===== config.mk =====
export PLATFORM = sky130hd
export DESIGN_NAME = bcd_digit_assembler
export DESIGN_NICKNAME = d
export VERILOG_FILES = /design/src/rtl/bcd_digit_assembler_pkg.sv /design/src/rtl/bcd_digit_assembler_mul10_add.sv /design/src/rtl/bcd_digit_assembler.sv
export SDC_FILE = /design/constraint.sdc
export NUM_CORES = 1
export LEC_CHECK = 0
export ABC_AREA = 1
export BUFFER_PORTS_ARGS = -buffer_cell sky130_fd_sc_hd__buf_2
export CORE_MARGIN = 5
export CORE_UTILIZATION = 45
export CTS_CLUSTER_DIAMETER = 40
export CTS_CLUSTER_SIZE = 8
export DETAILED_ROUTE_END_ITERATION = 16
export GPL_TIMING_DRIVEN = 0
export PLACE_DENSITY = 0.7
export SYNTH_ARGS = -nofsm -noshare
export SYNTH_HDL_FRONTEND = slang
export SYNTH_SLANG_ARGS = --single-unit

===== constraint.sdc =====
create_clock -name clk -period 5.3 [get_ports clk]
set_input_delay 0.265 -clock clk [delete_from_list [all_inputs] [get_ports clk]]
set_output_delay 0.265 -clock clk [all_outputs]
set_load 0.02 [all_outputs]

===== src/rtl/bcd_digit_assembler_pkg.sv =====
`default_nettype none
// ============================================================================
// Module      : bcd_digit_assembler_pkg
// Description : Shared constants for the BCD digit assembler. Holds the
//               largest legal BCD digit, the FSM state encoding and the
//               usual range limits for minutes and hours entry.
// Revision    : 1.0 - initial release
// ============================================================================
package bcd_digit_assembler_pkg;

    // Largest legal BCD digit
    localparam logic [3:0] BCD_MAX     = 4'd9;

    // Typical MAX_VALUE settings for time-set entry
    localparam int         MINUTES_MAX = 59;
    localparam int         HOURS_MAX   = 23;

    // FSM state encoding
    localparam int         STATE_W     = 2;
    localparam logic [1:0] c_ST_IDLE   = 2'd0;  // no digits accepted
    localparam logic [1:0] c_ST_ACCUM  = 2'd1;  // 1..NUM_DIGITS-1 digits held
    localparam logic [1:0] c_ST_CHECK  = 2'd2;  // all digits in, range check
    localparam logic [1:0] c_ST_DONE   = 2'd3;  // result strobe

    // True when the nibble is a legal decimal digit
    function automatic logic is_bcd(input logic [3:0] d);
        return (d <= BCD_MAX);
    endfunction

endpackage
`default_nettype wire


===== src/rtl/bcd_digit_assembler_mul10_add.sv =====
`default_nettype none
// ============================================================================
// Module      : bcd_digit_assembler_mul10_add
// Description : Combinational acc*10 + digit using shift-add
//               ((acc<<3) + (acc<<1) + digit). The sum is formed four bits
//               wider than the accumulator; if it does not fit it saturates
//               to all ones instead of wrapping, so an oversized entry can
//               never alias back into the legal range.
// Ports       : i_acc   - current accumulator
//               i_digit - digit to append (any nibble value)
//               o_sum   - saturated acc*10 + digit
// Revision    : 1.0 - initial release
// ============================================================================
module bcd_digit_assembler_mul10_add #(
    parameter int ACC_W = 10
) (
    input  logic [ACC_W-1:0] i_acc,
    input  logic [3:0]       i_digit,
    output logic [ACC_W-1:0] o_sum
);

    logic [ACC_W+3:0] w_acc_ext;
    logic [ACC_W+3:0] w_wide;

    assign w_acc_ext = {4'b0000, i_acc};

    // acc*10 + 15 < 16*(acc+1), so ACC_W+4 bits always holds the full sum
    assign w_wide = (w_acc_ext << 3) + (w_acc_ext << 1)
                  + {{ACC_W{1'b0}}, i_digit};

    assign o_sum = (|w_wide[ACC_W+3:ACC_W]) ? {ACC_W{1'b1}}
                                            : w_wide[ACC_W-1:0];

endmodule
`default_nettype wire


===== src/rtl/bcd_digit_assembler.sv =====
`default_nettype none
// ============================================================================
// Module      : bcd_digit_assembler
// Description : Sequential BCD-to-binary assembler. Digits arrive most
//               significant first over a valid/ready handshake and are
//               folded into acc = acc*10 + digit. After NUM_DIGITS digits
//               the result is range-checked and presented on value_out with
//               a one-cycle value_valid strobe.
// Ports       : clk, rst      - clock, synchronous active-high reset
//               digit_in      - BCD digit, MS digit first
//               digit_valid   - digit_in valid this cycle
//               digit_ready   - assembler can accept a digit
//               clear         - abort current entry
//               value_out     - last good binary value, held
//               value_valid   - one-cycle strobe, value_out/value_err updated
//               value_err     - last result invalid
//               busy          - an entry is in progress
//               digit_count   - digits accepted in current entry
// Revision    : 1.0 - initial release
// ============================================================================
module bcd_digit_assembler
    import bcd_digit_assembler_pkg::*;
#(
    parameter int NUM_DIGITS = 2,
    parameter int OUT_W      = 6,
    parameter int MAX_VALUE  = MINUTES_MAX
) (
    input  logic             clk,
    input  logic             rst,
    input  logic [3:0]       digit_in,
    input  logic             digit_valid,
    output logic             digit_ready,
    input  logic             clear,
    output logic [OUT_W-1:0] value_out,
    output logic             value_valid,
    output logic             value_err,
    output logic             busy,
    output logic [2:0]       digit_count
);

    localparam int               ACC_W        = OUT_W + 4;
    localparam logic [2:0]       c_NUM_DIGITS = 3'(NUM_DIGITS);
    localparam logic [ACC_W-1:0] c_MAX_ACC    = ACC_W'(MAX_VALUE);

    logic [STATE_W-1:0] r_state;
    logic [ACC_W-1:0]   r_acc;
    logic [2:0]         r_count;
    logic               r_bad_digit;
    logic [OUT_W-1:0]   r_value;
    logic               r_err;

    logic               w_accept;
    logic [ACC_W-1:0]   w_acc_next;
    logic [2:0]         w_count_next;
    logic               w_last_digit;
    logic               w_result_err;

    bcd_digit_assembler_mul10_add #(
        .ACC_W   (ACC_W)
    ) u_mul10_add (
        .i_acc   (r_acc),
        .i_digit (digit_in),
        .o_sum   (w_acc_next)
    );

    assign digit_ready  = (r_state == c_ST_IDLE) || (r_state == c_ST_ACCUM);
    // clear drops any digit presented alongside it
    assign w_accept     = digit_valid && digit_ready && !clear;
    assign w_count_next = r_count + 3'd1;
    assign w_last_digit = (w_count_next == c_NUM_DIGITS);
    assign w_result_err = r_bad_digit || (r_acc > c_MAX_ACC);

    always_ff @(posedge clk) begin
        if (rst) begin
            r_state     <= c_ST_IDLE;
            r_acc       <= '0;
            r_count     <= '0;
            r_bad_digit <= 1'b0;
            r_value     <= '0;
            r_err       <= 1'b0;
        end else if (clear) begin
            // Abort: entry state only, the last reported result is kept
            r_state     <= c_ST_IDLE;
            r_acc       <= '0;
            r_count     <= '0;
            r_bad_digit <= 1'b0;
        end else begin
            case (r_state)
                c_ST_IDLE, c_ST_ACCUM: begin
                    if (w_accept) begin
                        r_acc       <= w_acc_next;
                        r_count     <= w_count_next;
                        // Non-BCD digit still accumulates; the result is discarded
                        r_bad_digit <= r_bad_digit | !is_bcd(digit_in);
                        r_state     <= w_last_digit ? c_ST_CHECK : c_ST_ACCUM;
                    end
                end
                c_ST_CHECK: begin
                    if (!w_result_err) begin
                        r_value <= r_acc[OUT_W-1:0];
                    end
                    r_err   <= w_result_err;
                    r_state <= c_ST_DONE;
                end
                c_ST_DONE: begin
                    r_acc       <= '0;
                    r_count     <= '0;
                    r_bad_digit <= 1'b0;
                    r_state     <= c_ST_IDLE;
                end
                default: begin
                    r_state <= c_ST_IDLE;
                end
            endcase
        end
    end

    // Strobe is masked by a coincident clear so an aborted entry never reports
    assign value_valid = (r_state == c_ST_DONE) && !clear;
    assign value_out   = r_value;
    assign value_err   = r_err;
    assign busy        = (r_state != c_ST_IDLE);
    assign digit_count = r_count;

endmodule
`default_nettype wire


==> results of run 1 <==
routing by layer:
| layer | vias up | part of all wire, % |
|---|---|---|
| met5 | - | 0 |
| met4 | 0 | 0.77 |
| met3 | 4 | 3.8 |
| met2 | 25 | 45 |
| met1 | 703 | 50 |
| li1 | 858 | - |
state kept, by name, indices dropped and copies added, names as in the netlist:
register     flops
r_bad_digit      1
digit_count      3
value_err        1
r_state          2
r_acc           10
value_out        6
cells by family (layout without fill, tap and decap cells):
logic type,after synthesis,count (layout),synth area share [%]
DFF,23,23,26.7
buffers and inverters,44,68,9.96
and+or+nand+nor,118,118,31.0
xor gates and xnor gates,7,7,3.56
adders and majority gates,23,23,17.6
AOI/OAI and AO/OA,37,37,11.2
per-stage QoR:
step	instance area (sq um)	hold slack (ns)
2_1_floorplan	1720	0.334
4_1_cts	1930	0.176
6_report	1930	0.177
3_5_place_dp	1880	0.435
5_1_grt	1930	0.179
3_3_place_gp	1880	0.432
how the worst max path moves through the flow:
stage	slack [ns]	depth (start not counted)	to
3_3_place_gp	2.61	13	r_acc[8]
6_report	2.60	13	r_acc[8]
2_1_floorplan	2.92	13	r_acc[0]
5_1_grt	2.39	13	r_acc[8]
4_1_cts	2.61	13	r_acc[8]
3_5_place_dp	2.60	13	r_acc[8]
power by group:
group	leakage [nW]	switching (W)	internal, W	total (W)
logic	0.801	0.0000202	0.0000127	0.0000329
clock network	0.0228	0.0000551	0.0000537	0.000109
registers	0.186	0.00000210	0.000175	0.000177
layout make-up:
type                    count  share of cell area [%]
multi-input cells         185                    56.6
flip-flops and latches     23                    23.9
inverters                  40                    7.79
repair buffers             20                    5.19
well taps                  48                    3.12
clock buffers               4                    2.34
plain buffers               4                    1.10
cell usage in the layout, fill, tap and decap left out:
cell,n
sky130_fd_sc_hd__a221oi_1,1
sky130_fd_sc_hd__buf_2,22
sky130_fd_sc_hd__nor2_1,15
sky130_fd_sc_hd__clkbuf_1,2
sky130_fd_sc_hd__nor2_8,1
sky130_fd_sc_hd__xnor2_1,3
sky130_fd_sc_hd__o211ai_1,1
sky130_fd_sc_hd__dfxtp_1,23
sky130_fd_sc_hd__buf_4,1
sky130_fd_sc_hd__inv_1,40
sky130_fd_sc_hd__clkbuf_8,3
sky130_fd_sc_hd__nor3_1,1
sky130_fd_sc_hd__a21oi_1,28
sky130_fd_sc_hd__nand2_1,66
sky130_fd_sc_hd__o21ai_0,6
sky130_fd_sc_hd__nand4_1,5
sky130_fd_sc_hd__nor3b_1,1
sky130_fd_sc_hd__ha_1,21
sky130_fd_sc_hd__nand3_1,20
sky130_fd_sc_hd__nand3_2,1
sky130_fd_sc_hd__nor2_4,1
sky130_fd_sc_hd__nor2_2,4
sky130_fd_sc_hd__xor2_1,4
sky130_fd_sc_hd__o22ai_1,1
sky130_fd_sc_hd__nand2_2,3
sky130_fd_sc_hd__fa_1,2
==> results.md, run 1 <==
- The run finished with clean final reports.
- TritonCTS built the clock tree.
- The largest fanout on the critical path is 10.
- The level count of the clock H-tree is 1.
- Counting the fill cells in the layout gives 395.
- The cts-stage hold buffer count is 0.
- Setup repair after global routing left no endpoint under its margin.
- The share of the yosys chip area belonging to registers is 26.7%.
- The number of buffers and inverters on the critical path is 2.
- The peak ir drop on the vdd network is 0.218 mV.
- The count of different cell masters after synthesis is 25.
- For this design, the slowest cell found on the critical path is sky130_fd_sc_hd__fa_1.
- The most frequent cell after synthesis is sky130_fd_sc_hd__nand2_1.
- The number of antenna violations at the first check in global routing was 0.
- The count of unresolved DRC violations after routing is 0.
- The number of synthesized register bits is 23.
- The worst path in the final design needs a cycle of 2.70 ns, including I/O delays and setup.
- Setup slack on the worst reg-to-reg path comes out at 2.60 ns.
- The die covers 5160 sq um.
- The violation count after the first detailed-routing iteration is 105.
- Summing all flip-flop and latch instances after layout gives 460 sq um.
- The floorplan core area is 3690 sq um.
- The sum of negative setup slack is 0 ns.
- The critical path launch point type is a flip-flop.
- The setup fix buffers added after clock tree synthesis is 0.
- The number of inserted diodes is 0.
- The multi-input combinational cells in the finished layout cover a total of 1090 sq um.
- Traced cell by cell, the critical path runs through inv_1, fa_1, fa_1, inv_1, nand3_1, nand3_1, nand2_1, nand3_1, nand2_1, nor2_8, nand3_1, nand2_1, a21oi_1.
- The remaining antenna violation count is 0.
- The path type of the worst setup path is reg2reg.
- For this configuration, the core starts out at a cell density of 46.7%.
- Power spread over the standard cell area amounts to 165 nW/um^2.
- Setup violations remaining at the end of the flow were counted as 0.
- The worst hold path belongs to the class in2reg.
- The pin count of the biggest net entering global routing is 13.
- The number of detailed-route iterations in the first pass is 4.
- Among all flip-flop cells after synthesis, the most frequent one is sky130_fd_sc_hd__dfxtp_1.
- 21 I/O pins were placed.
- After detailed routing, the number of vias per cell comes to 4.91.
- The cell repeated most along the worst path is sky130_fd_sc_hd__nand3_1.
- The clock-pin slew on the worst setup and hold paths is 0.08 ns.
- Summed over all cells, the static leakage comes to 1.01 nW.
- In this run the worst setup path begins at r_acc[0].
- The cell depth of the worst hold path is 2.
- The average footprint of a synthesized cell is 6.83 sq um.
- In this run the tool buffered the top-level ports with 20 buffer cells.
- The commonest cells after synthesis are sky130_fd_sc_hd__nand2_1, sky130_fd_sc_hd__inv_1, sky130_fd_sc_hd__a21oi_1.
- Yosys attributes the largest share of cell area to sky130_fd_sc_hd__dfxtp_1, sky130_fd_sc_hd__ha_1, sky130_fd_sc_hd__nand2_1.
- The first-pass GRT wire length is 6210 um.
- The die outline height is 71.9 um.
- Among cell families on the critical path, the largest total delay comes from adder cells.
- The origin of the worst min-delay path is rst.
- The met3 usage in global routing is 2.95%.
- The fraction of layout cells with a size suffix above 1 is 13.0%.
- Once routing completed, OpenROAD measured the worst setup slack at 2.60 ns.
- The number of synthesis warnings is 0.
- The number of buffers inserted during clock tree synthesis is 3.
- The worst hold path terminates at value_out[2].
- Summed over all instances, the cell type with the most area after synthesis is sky130_fd_sc_hd__dfxtp_1.
- The root buffer cell is sky130_fd_sc_hd__clkbuf_8.
- Routability-driven placement finished with a final weighted congestion of 0.861.
- The number of nets in the synthesized netlist is 283.
- Counting tap cells, the placed design contains a total of 320 instances.
- The number of buffers on the longest clock path is 2.
- For this block, the via count after detailed routing is 1590.
- The number of standard cells in the layout, taps in and fillers out is 324.
- The startpoint of the worst-slack reg-to-reg timing path is r_acc[0].
- The final max-slew violation count came to 0.
- The number of enable flip-flop cells after synthesis is 0.
- In this run the horizontal extent of the chip is 71.9 um.
- The upper clock frequency limit is 370 MHz.
- Synthesis produced a netlist whose cell count is 252.
- The global routing met1 resource utilization is 19.7%.
- The sort of element at the end of the critical path is a flip-flop.
- The worst register-to-register path ends at r_acc[8].
- Headroom to the max-slew limit came out at 72.7%.
- The routed wire length is 3510 um.
- The global-route met2 utilization is 24.1%.
- From synthesis to final layout, the design area changed by 11.9%.
- The largest stage delay on the critical path is 0.50 ns.
- The required time at the worst-slack endpoint is 5.44 ns.
- The clock drives 23 sinks.
- The final-stage net count is 308.
- The clock latency of the later-clocked register in the worst-skew pair is 0.26 ns.
- Summed over all layers, the global routing overflow is 0.
- For the pin with the worst max-slew slack, the measured transition is 0.409 ns.
- The placed wire-length estimate after detailed placement is 2890 um.
- The logic depth of the worst register-to-register path is 13.
- The via count of the first global-routing pass is 1477.
- The worst setup slack before clock tree synthesis is 2.60 ns.
- Across every metal layer, demand over resource in global routing totals 14.7%.
- The arrival time reported for the critical path endpoint is 2.84 ns.
- The count of final hold-check violations was 0.
- Total power for the finished layout comes to 0.000318 W.
- The fraction of registers with async set or reset after synthesis is 0%.
- The utilization after layout is 52.2%.
- The layer with the highest usage after global routing is met2.
- Of the available clock period, the critical path in the final layout requires 51.0%.
- The post-CTS resize count is 0.
- The routed length per placed instance is 10.8 um.
- Between clock sinks in the finished design, the worst skew comes to 0.00286 ns.
- The count of max-cap constraint violations is 0.
- The number of cell rows is 22.
- The synthesized netlist occupies a cell area of 1720 sq um.
- The synthesized design devotes to its leading area cell type 26.7% of total area.
(Power assumes the default switching activity.)
==> inputs of run 2 (changes only) <==
clock period = 2.8 ns   (was 5.3 ns; I/O delays follow)
==> run 2 against run 1 <==
Against the previous run: final area grew 0.84%; global-route usage is the same; clock power grew 87%; critical path depth is the same; utilization grew 0.44 points; register-to-register slack lost 2.4 ns; worst hold slack lost 0.13 ns; maximum frequency grew 3.9%; count of clock-buffer cells in the layout is the same; clock skew grew 0.0021 ns; wire length grew 3.5%; largest power group unchanged.
==> results.md, run 2 (same netlist as run 1, synthesis figures left out) <==
- The fraction of layout cells with a size suffix above 1 is 14.8%.
- Setup repair after global routing left no endpoint under its margin.
- In this run the remaining antenna-violating nets after routing total 0.
- The detail-routed via count per cell is 4.94.
- The number of flip-flops under the largest register name is 10.
- CTS built an H-tree with a depth of 1.
- After the first detailed-routing iteration, the DRC count stood at 96.
- The first detailed-routing pass ran for 4 iterations.
- The measured slew at the worst slew-check pin is 0.411 ns.
- The logic depth of the worst register-to-register path is 13.
- Summing over every cut layer, the via total after detailed routing is 1606.
- The setup check on the worst reg-to-reg path leaves a slack of 0.20 ns.
- In the post-route analysis, the smallest setup slack over all paths is 0.199 ns.
- The worst hold path passes through 2 cells.
- After detailed routing, the number of remaining DRC violations is 0.
- The sort of element at the end of the critical path is a flip-flop.
- The most critical setup path has its startpoint at r_acc[0].
- The floorplan die area is 5160 sq um.
- In the finished design, the share of the clock period the worst path needs comes to 92.9%.
- The clock skew after layout is 0.00498 ns.
- In this run the worst path has a maximum fanout of 5.
- At the placement stage, the worst setup path has a slack of 0.0955 ns.
- The via count of the first global-routing pass is 1477.
- The routed length per placed instance is 11.2 um.
- The number of antenna violations at the first check in global routing was 0.
- Among cell families on the critical path, the largest total delay comes from adder cells.
- The endpoint identified for the worst register-to-register timing path is r_acc[6].
- The final max-slew violation count is 0.
- The all-layer global routing usage is 14.7%.
- IR analysis of the VDD net gives a maximum drop of 0.405 mV.
- The critical path is of the reg2reg type.
- The routed wire length is 3630 um.
- Data on the critical path arrives at its endpoint at 2.74 ns.
- Entering global routing, the biggest net connects 13 pins.
- Port buffering added 20 buffers.
- The placed wire-length estimate after detailed placement is 2890 um.
- The register containing the most flip-flops in the final layout is r_acc.
- The largest stage delay on the critical path is 0.50 ns.
- The number of buffers inserted during clock tree synthesis is 3.
- For this design the static power due to leakage is 1.01 nW.
- The number of cell rows is 22.
- The I/O pin count is 21.
- The final-layout fill cell count is 394.
- The cell with the largest stage delay on the worst path is sky130_fd_sc_hd__fa_1.
- The signal on the critical path passes through inv_1, fa_1, fa_1, inv_2, nand3_1, nand3_1, nand2_1, nand3_1, nand2_2, nor2_4, nand3_1, nand2_1, a21oi_1.
- The first global-routing pass estimated 6210 um of wire.
- The cell sitting at the root of the clock tree is a sky130_fd_sc_hd__clkbuf_8.
- The sum of negative setup slack is 0 ns.
- In this run the worst hold path is classified as in2reg.
- From left edge to right edge, the die measures 71.9 um.
- The number of inserted diodes is 0.
- The total overflow left after global routing is 0.
- In the layout the commonest cells are sky130_fd_sc_hd__nand2_1, sky130_fd_sc_hd__inv_1, sky130_fd_sc_hd__a21oi_1.
- Across the run, the number of max-cap violations was 0.
- For the worst-skew pair, the clock arrives at the later sink with an insertion delay of 0.27 ns.
- In the final design database the tool counted 309 nets.
- The effective utilization at floorplan is 46.7%.
- The critical path launch point type is a flip-flop.
- The required time at the worst-slack endpoint is 2.94 ns.
- The worst pin sits at a relative slew slack of 72.6%.
- The congestion estimate from routability-driven global placement came to 0.861.
- Counting I/O delays and the setup requirement, the final critical path takes 2.60 ns.
- The power per unit of standard cell area is 309 nW/um^2.
- The area growth from synthesis to final layout is 12.9%.
- The CTS tree is done.
- The number of buffers and inverters on the critical path is 2.
- The run finished with clean final reports.
- The startpoint of the worst-slack reg-to-reg timing path is r_acc[0].
- The leading cell type in the layout, fill and taps excluded is sky130_fd_sc_hd__nand2_1.
- Setup violations remaining at the end of the flow were counted as 0.
- The floorplan core area is 3690 sq um.
- The cell repeated most along the worst path is sky130_fd_sc_hd__nand3_1.
- No sink is reached through more buffers than the 2 on the longest clock path.
- The upper clock frequency limit is 384 MHz.
- The clock net in this run drives a total of 23 sinks.
- The count of final hold-check violations was 0.
- The clock-pin slew on the worst setup and hold paths is 0.08 ns.
- The die outline height is 71.9 um.
- The end point of the critical path is r_acc[6].
- The critical path runs through a total of 13 cells.
-- run 2: how the worst min path moves through the flow --
stage | startpoint | endpoint | slack, ns
2_1_floorplan | rst | value_out[2] | 0.21
3_3_place_gp | rst | value_out[2] | 0.33
3_5_place_dp | rst | value_out[2] | 0.34
4_1_cts | rst | value_out[2] | 0.05
5_1_grt | rst | value_out[2] | 0.05
6_report | rst | value_out[2] | 0.05
-- run 2: worst register-to-register path, cell delays in order (launching register included) --
cell and delay, ns:
sky130_fd_sc_hd__dfxtp_2 0.38, sky130_fd_sc_hd__inv_1 0.07, sky130_fd_sc_hd__fa_1 0.50, sky130_fd_sc_hd__fa_1 0.49
sky130_fd_sc_hd__inv_2 0.11, sky130_fd_sc_hd__nand3_1 0.07, sky130_fd_sc_hd__nand3_1 0.11, sky130_fd_sc_hd__nand2_1 0.09
sky130_fd_sc_hd__nand3_1 0.10, sky130_fd_sc_hd__nand2_2 0.13, sky130_fd_sc_hd__nor2_4 0.20, sky130_fd_sc_hd__nand3_1 0.10
sky130_fd_sc_hd__nand2_1 0.08, sky130_fd_sc_hd__a21oi_1 0.05
-- run 2: final cells by class --
| type | count | area [sq um] | area share, % |
|---|---|---|---|
| inverters | 40 | 150 | 7.73 |
| plain buffers | 4 | 21.3 | 1.09 |
| well taps | 48 | 60.1 | 3.09 |
| clock buffers | 4 | 45.0 | 2.32 |
| flip-flops and latches | 23 | 463 | 23.8 |
| repair buffers | 20 | 100 | 5.15 |
| multi-input cells | 186 | 1100 | 56.8 |
-- run 2: repair_timing --
item                       4_1_cts  5_1_grt
setup buffers                    0        0
setup endpoints to repair        0       10
gates resized for setup          0        4
hold buffers                     0        0
-- run 2: metrics by stage --
stage,power [W],area (sq um),hold slack [ns],std cells,utilization [%]
after detailed placement,0.000405,1880,0.339,320,51.0
final,0.000601,1940,0.0518,325,52.7
after floorplan,0.000385,1720,0.209,252,-
after global placement,0.000404,1880,0.334,320,51.0
after global routing,0.000635,1940,0.0538,325,52.7
after CTS,0.000606,1930,0.0513,324,52.2
-- run 2: report_power, final --
part,leakage [nW],internal [W],total [W],switching (W)
clock,0.0228,0.000102,0.000204,0.000103
sequential,0.187,0.000330,0.000334,0.00000397
combinational,0.802,0.0000241,0.0000625,0.0000384
-- run 2: layer usage --
| layer | up-vias | share of wire (%) | track usage [%] |
|---|---|---|---|
| li1 | 863 | - | - |
| met1 | 713 | 51 | 19.7 |
| met2 | 26 | 45 | 24.1 |
| met3 | 4 | 3.4 | 2.95 |
| met4 | 0 | 0.74 | 3.55 |
| met5 | - | 0 | 0 |
